### src/rtl/onehot_prio_select_pkg.sv
// Shared defaults for the one-hot priority select block.
// Holds the default lane count and lane width used by the interface and the top.
package onehot_prio_select_pkg;

  localparam int unsigned DefNInputs = 2;
  localparam int unsigned DefWInput  = 32;

endpackage

### src/rtl/onehot_prio_select_if.sv
// Bus bundle for onehot_prio_select.
// master: drives req/adv/din/sel_ext, observes gnt/gnt_q/dout/dout_ext.
// slave : the select block itself.
interface onehot_prio_select_if
  import onehot_prio_select_pkg::*;
#(
  parameter int unsigned N_INPUTS = DefNInputs,
  parameter int unsigned W_INPUT  = DefWInput
);

  logic [N_INPUTS-1:0]         req;
  logic [N_INPUTS-1:0]         gnt;
  logic [N_INPUTS-1:0]         gnt_q;
  logic                        adv;
  logic [N_INPUTS*W_INPUT-1:0] din;
  logic [W_INPUT-1:0]          dout;
  logic [N_INPUTS-1:0]         sel_ext;
  logic [W_INPUT-1:0]          dout_ext;

  modport master (
    output req, adv, din, sel_ext,
    input  gnt, gnt_q, dout, dout_ext
  );

  modport slave (
    input  req, adv, din, sel_ext,
    output gnt, gnt_q, dout, dout_ext
  );

endinterface

### src/rtl/onehot_andor_mux.sv
// AND-OR mux over packed lanes. Multiple select bits yield the OR of those lanes,
// no select bit yields zero.
// Ports: in_i  - packed lanes, lane i at [i*W_INPUT +: W_INPUT]
//        sel_i - lane select vector
//        out_o - selected data
module onehot_andor_mux #(
  parameter int unsigned W_INPUT  = 32,
  parameter int unsigned N_INPUTS = 2
) (
  input  logic [N_INPUTS*W_INPUT-1:0] in_i,
  input  logic [N_INPUTS-1:0]         sel_i,
  output logic [W_INPUT-1:0]          out_o
);

  always_comb begin
    out_o = '0;
    for (int unsigned i = 0; i < N_INPUTS; i++) begin
      out_o |= in_i[i*W_INPUT +: W_INPUT] & {W_INPUT{sel_i[i]}};
    end
  end

endmodule

### src/rtl/onehot_priority_core.sv
// Strict-priority encoder: the lowest set bit of in_i is passed to out_o.
// Ports: in_i  - request vector (W_INPUT lanes)
//        out_o - one-hot grant, zero when in_i is zero
module onehot_priority_core #(
  parameter int unsigned W_INPUT = 2
) (
  input  logic [W_INPUT-1:0] in_i,
  output logic [W_INPUT-1:0] out_o
);

  // Two's-complement trick isolates the lowest set bit; zero stays zero.
  assign out_o = in_i & (~in_i + W_INPUT'(1));

endmodule

### src/rtl/onehot_prio_select.sv
// Arbitration core: lowest-index-wins one-hot grant, granted-lane data mux,
// an external-select mux, and a registered grant copy for data-phase tracking.
// Ports: clk   - system clock
//        rst_n - asynchronous active-low reset (clears gnt_q only)
//        bus   - onehot_prio_select_if slave (req/adv/din/sel_ext in,
//                gnt/gnt_q/dout/dout_ext out)
module onehot_prio_select
  import onehot_prio_select_pkg::*;
#(
  parameter int unsigned N_INPUTS = DefNInputs,
  parameter int unsigned W_INPUT  = DefWInput
) (
  input logic               clk,
  input logic               rst_n,
  onehot_prio_select_if.slave bus
);

  logic [N_INPUTS-1:0] gnt;
  logic [N_INPUTS-1:0] gnt_q_d, gnt_q_q;
  logic [W_INPUT-1:0]  dout;
  logic [W_INPUT-1:0]  dout_ext;

  onehot_priority_core #(
    .W_INPUT (N_INPUTS)
  ) u_core (
    .in_i  (bus.req),
    .out_o (gnt)
  );

  onehot_andor_mux #(
    .W_INPUT  (W_INPUT),
    .N_INPUTS (N_INPUTS)
  ) u_mux_gnt (
    .in_i  (bus.din),
    .sel_i (gnt),
    .out_o (dout)
  );

  onehot_andor_mux #(
    .W_INPUT  (W_INPUT),
    .N_INPUTS (N_INPUTS)
  ) u_mux_ext (
    .in_i  (bus.din),
    .sel_i (bus.sel_ext),
    .out_o (dout_ext)
  );

  // adv is the bus ready: capture the address-phase grant only when it advances.
  always_comb begin
    gnt_q_d = gnt_q_q;
    if (bus.adv) begin
      gnt_q_d = gnt;
    end
  end

  always_ff @(posedge clk or negedge rst_n) begin
    if (!rst_n) begin
      gnt_q_q <= '0;
    end else begin
      gnt_q_q <= gnt_q_d;
    end
  end

  assign bus.gnt      = gnt;
  assign bus.gnt_q    = gnt_q_q;
  assign bus.dout     = dout;
  assign bus.dout_ext = dout_ext;

endmodule

### src/flat_wrapper.sv
// flat-port wrapper written by rule: the top's interface ports become plain ports
module onehot_prio_select_flat import onehot_prio_select_pkg::*;
#(
  parameter int unsigned N_INPUTS = DefNInputs,
  parameter int unsigned W_INPUT  = DefWInput
)
  (clk, rst_n, bus_req, bus_adv, bus_din, bus_sel_ext, bus_gnt, bus_gnt_q, bus_dout, bus_dout_ext);
  onehot_prio_select_if #(.N_INPUTS(N_INPUTS), .W_INPUT(W_INPUT)) bus_i ();
  input logic clk;
  input logic rst_n;
  input wire logic [$bits(bus_i.req)-1:0] bus_req;
  input wire logic [$bits(bus_i.adv)-1:0] bus_adv;
  input wire logic [$bits(bus_i.din)-1:0] bus_din;
  input wire logic [$bits(bus_i.sel_ext)-1:0] bus_sel_ext;
  output wire logic [$bits(bus_i.gnt)-1:0] bus_gnt;
  output wire logic [$bits(bus_i.gnt_q)-1:0] bus_gnt_q;
  output wire logic [$bits(bus_i.dout)-1:0] bus_dout;
  output wire logic [$bits(bus_i.dout_ext)-1:0] bus_dout_ext;
  assign bus_i.req = bus_req;
  assign bus_i.adv = bus_adv;
  assign bus_i.din = bus_din;
  assign bus_i.sel_ext = bus_sel_ext;
  assign bus_gnt = bus_i.gnt;
  assign bus_gnt_q = bus_i.gnt_q;
  assign bus_dout = bus_i.dout;
  assign bus_dout_ext = bus_i.dout_ext;
  onehot_prio_select #(.N_INPUTS(N_INPUTS), .W_INPUT(W_INPUT)) u_core (.clk(clk), .rst_n(rst_n), .bus(bus_i));
endmodule
### config.mk
export PLATFORM = sky130hd
export DESIGN_NAME = onehot_prio_select_flat
export DESIGN_NICKNAME = d
export VERILOG_FILES = /design/src/rtl/onehot_prio_select_pkg.sv /design/src/rtl/onehot_prio_select_if.sv /design/src/rtl/onehot_andor_mux.sv /design/src/rtl/onehot_priority_core.sv /design/src/rtl/onehot_prio_select.sv /design/src/flat_wrapper.sv
export SDC_FILE = /design/constraint.sdc
export NUM_CORES = 1
export LEC_CHECK = 0
export ABC_AREA = 1
export CAP_MARGIN = 10
export CORE_AREA = 2 2 53 55
export DETAILED_ROUTE_END_ITERATION = 10
export DIE_AREA = 0 0 55 57
export DONT_BUFFER_PORTS = 1
export GPL_ROUTABILITY_DRIVEN = 0
export SLEW_MARGIN = 25
export SYNTH_ARGS = -nofsm -noshare
export SYNTH_HDL_FRONTEND = slang
export SYNTH_SLANG_ARGS = --single-unit
export TNS_END_PERCENT = 100
### constraint.sdc
create_clock -name clk -period 1.3 [get_ports clk]
set_clock_uncertainty 0.2 [all_clocks]
set_input_delay 0.26 -clock clk [delete_from_list [all_inputs] [get_ports clk]]
set_output_delay 0.26 -clock clk [all_outputs]
set_load 0.01 [all_outputs]
==> results list <==
* Placed cell count: 235
- In this run the critical register-to-register path is launched from u_core.bus.gnt_q[1].
- The first global-routing pass estimated 4.146 mm of wire.
* Cell type group with the largest total delay on the critical path: simple AND/OR/NAND/NOR gates
- WL final: 3.135 mm
- Total Neg Setup Slack: 0 ns
- Once layout is complete, the cells apart from fillers number 242.
- Total number of cells along the worst setup path: 3
- The filler cells instantiated in the layout total 316.
- At the later pin of the worst-skew pair, clock insertion delay measures 0.23 ns.
- From synthesis to final layout, the design area changed by -7.500%.
- From bottom edge to top edge, the die measures 57 um.
- Synthesis Warnings: 0
* TritonCTS clock tree: done
- Setup repair after global routing left no endpoint under its margin.
- Final count of pins violating max slew: 0
- For this design, the slowest cell found on the critical path is inv_8.
- Across the whole layout, storage elements account for 50.05 um2.
- Number of flip-flops under the largest register name: 2
- Leading area contributor after synthesis: nand2_1
* Clock-pin slew of the registers on the worst-case setup and hold paths: 0.04 ns
- Of the cells placed in the final design, the portion with a size suffix greater than 1 is 0.1706.
* Largest net degree at the start of global routing: 37
- Worst setup SP type: input pin
- The worst setup path is of the input pin to primary output kind.
- The routed layout has 1,256 vias.
- The initial utilization of the core area, before any placement, comes to 0.4593.
- Buffers inserted during clock tree synthesis total 3.
* Horizontal die dimension: 55 um
* Net count of the mapped netlist: 293
- Maximum resistive drop on vdd: 0.4979 mV
- Together, buffers and inverters on the worst path number 1.
- Multi-input gate area in the final layout: 940.9 um2
- Post-synth design cell area: 1201 um2
- For the pin with the worst max-slew slack, the measured transition is 0.2630 ns.
- Worst slew margin relative to its limit: 0.8247
- Tcrit/Tclk final: 0.9062
* DIE AREA: 3135 um2
- The number of setup buffers added after CTS is 0.
- Port Buffers: 0
- Slowest Stage Delay on Critical Path: 0.20 ns
- Counting cells, the worst reg-to-reg path comes to 2.
- Global route total overflow: 0
- In the layout the commonest cells are 165 x nand2_1, 30 x nand3_2, 4 x dlygate4sd3_1, 3 x nand3_1, 3 x clkbuf_4.
* Max Cap Violations: 0
* Arrival time reported for the critical path endpoint: 0.72 ns
- Number of sinks handled by clock tree synthesis: 2
- Timing would allow up to 848.8 MHz.
* HPWL after detailed placement: 2.163 mm
- After floorplanning, the core was divided into 19 placement rows.
- Overall fraction of global-route tracks in use: 0.1708
* Data required time at the worst endpoint: 0.84 ns
* IO Count: 139
- Clock root buffer master: clkbuf_4
- Setup violations, final: 0
* Top post-synthesis cells by area: nand2_1 52%, nand3_2 25%, buf_6 6.6%
- Traced cell by cell, the critical path runs through inv_8 -> nand3_1 -> nand2_1.
* Most frequent standard cell in the layout excluding fill and tap cells: nand2_1
* Layout net count: 284
- Deepest level of the CTS H-tree: 1
- Using the TritonRoute via totals, the vias-per-cell ratio works out to 5.190.
- Run status: completed
- The clock passes through at most 2 buffers.
* Post-detailed-route DRC marker count: 0
- In this run the standard cell core region covers 2615 um2.
- Count of endpoints failing hold in the final timing report: 0
* Portion of synthesized cell area occupied by the leading cell type: 0.5156
* P_leak: 0.0006723 uW
- Final critical-path required period: 1.178 ns
- The min-delay analysis places its worst path in the category input pin to asynchronous set/reset pin.
* Initial detailed-routing violation count: 23
- Layout Utilization: 0.4249
* Portion of the post-synthesis area used by sequential elements: 0.04167
- Synth Area per Inst: 5.411 um2
- Post-detailed-route wirelength per cell: 12.95 um
- The synthesized design contains 2 register bits.
- Type of element capturing the critical path: primary output
* Crit-path max FO: 36
- Count of antenna-violating nets left after detailed routing: 0
- Before antenna repair, the detailed router went through 4 iterations.
- Diode insertion count for antenna repair: 0
* Via count of the first global-routing pass: 1,023
- Initial antenna violation count: 0
- The netlist uses 12 different library cells.
- Reg2Reg Setup Slack: 0.44 ns
* Startpoint of the most critical setup path: bus_req[0]
- Cells after Synth: 222
* Power per cell area: 480.3 nW/um2
==> metrics by stage <==
step	power [uW]	instance area, um2	hold WS (ns)	worst slack, ns
CTS	545.4	1111	0.03365	0.1482
floorplan	448.6	1201	-0.2356	0.1182
finish	533.6	1111	0.05253	0.1219
detailed placement	370.1	1049	-0.2355	0.1522
global placement	369.6	1049	-0.2355	0.1526
global route	581.1	1111	0.07179	0.09148
==> layer usage <==
layer	wire length (um)	global-route usage	part of all wire
met5	0	0	0
met4	0	0.06272	0
met3	351	0.01571	0.11
met2	1551	0.3146	0.49
met1	1232	0.1948	0.39
==> Yosys cell counts <==
library cell	n
buf_12	3
buf_2	3
buf_4	5
buf_6	7
dfrtp_1	2
inv_1	1
inv_2	1
inv_8	1
nand2_1	165
nand3_1	3
nand3_2	30
nor2_2	1
==> logic make-up (layout without fill, tap and decap cells) <==
family	Yosys count	after routing	share of synthesized area
simple gates	199	199	0.7833
flops	2	2	0.04167
buf+inv	21	10	0.1750
==> path summary, 6_finish.rpt <==
| check | to |
|---|---|
| max reg2reg | u_core.bus.gnt_q[1] |
| max in group asynchronous | u_core.bus.gnt_q[0] |
| min reg2reg | u_core.bus.gnt_q[0] |
| max | bus_dout[30] |
| min in group clk | u_core.bus.gnt_q[1] |
| min | u_core.bus.gnt_q[1] |
==> where the power goes <==
part | internal (uW) | switching [uW]
clock network | 103 | 52.3
logic | 100 | 204
registers | 67.8 | 6.30
total | 271 | 263
==> final cells by class <==
class | instances | share of cell area
sequential | 2 | 0.04504
timing repair buffer | 4 | 0.03604
multi-input combinational | 199 | 0.8468
clock buffer | 3 | 0.02027
tap | 31 | 0.03491
inverter | 3 | 0.01689
==> repair_timing <==
item,4_1_cts,5_1_grt
gates resized for setup,0,0
endpoints found under the hold margin,4,0
hold buffers,4,0
Power figures use the tool's default switching activity.
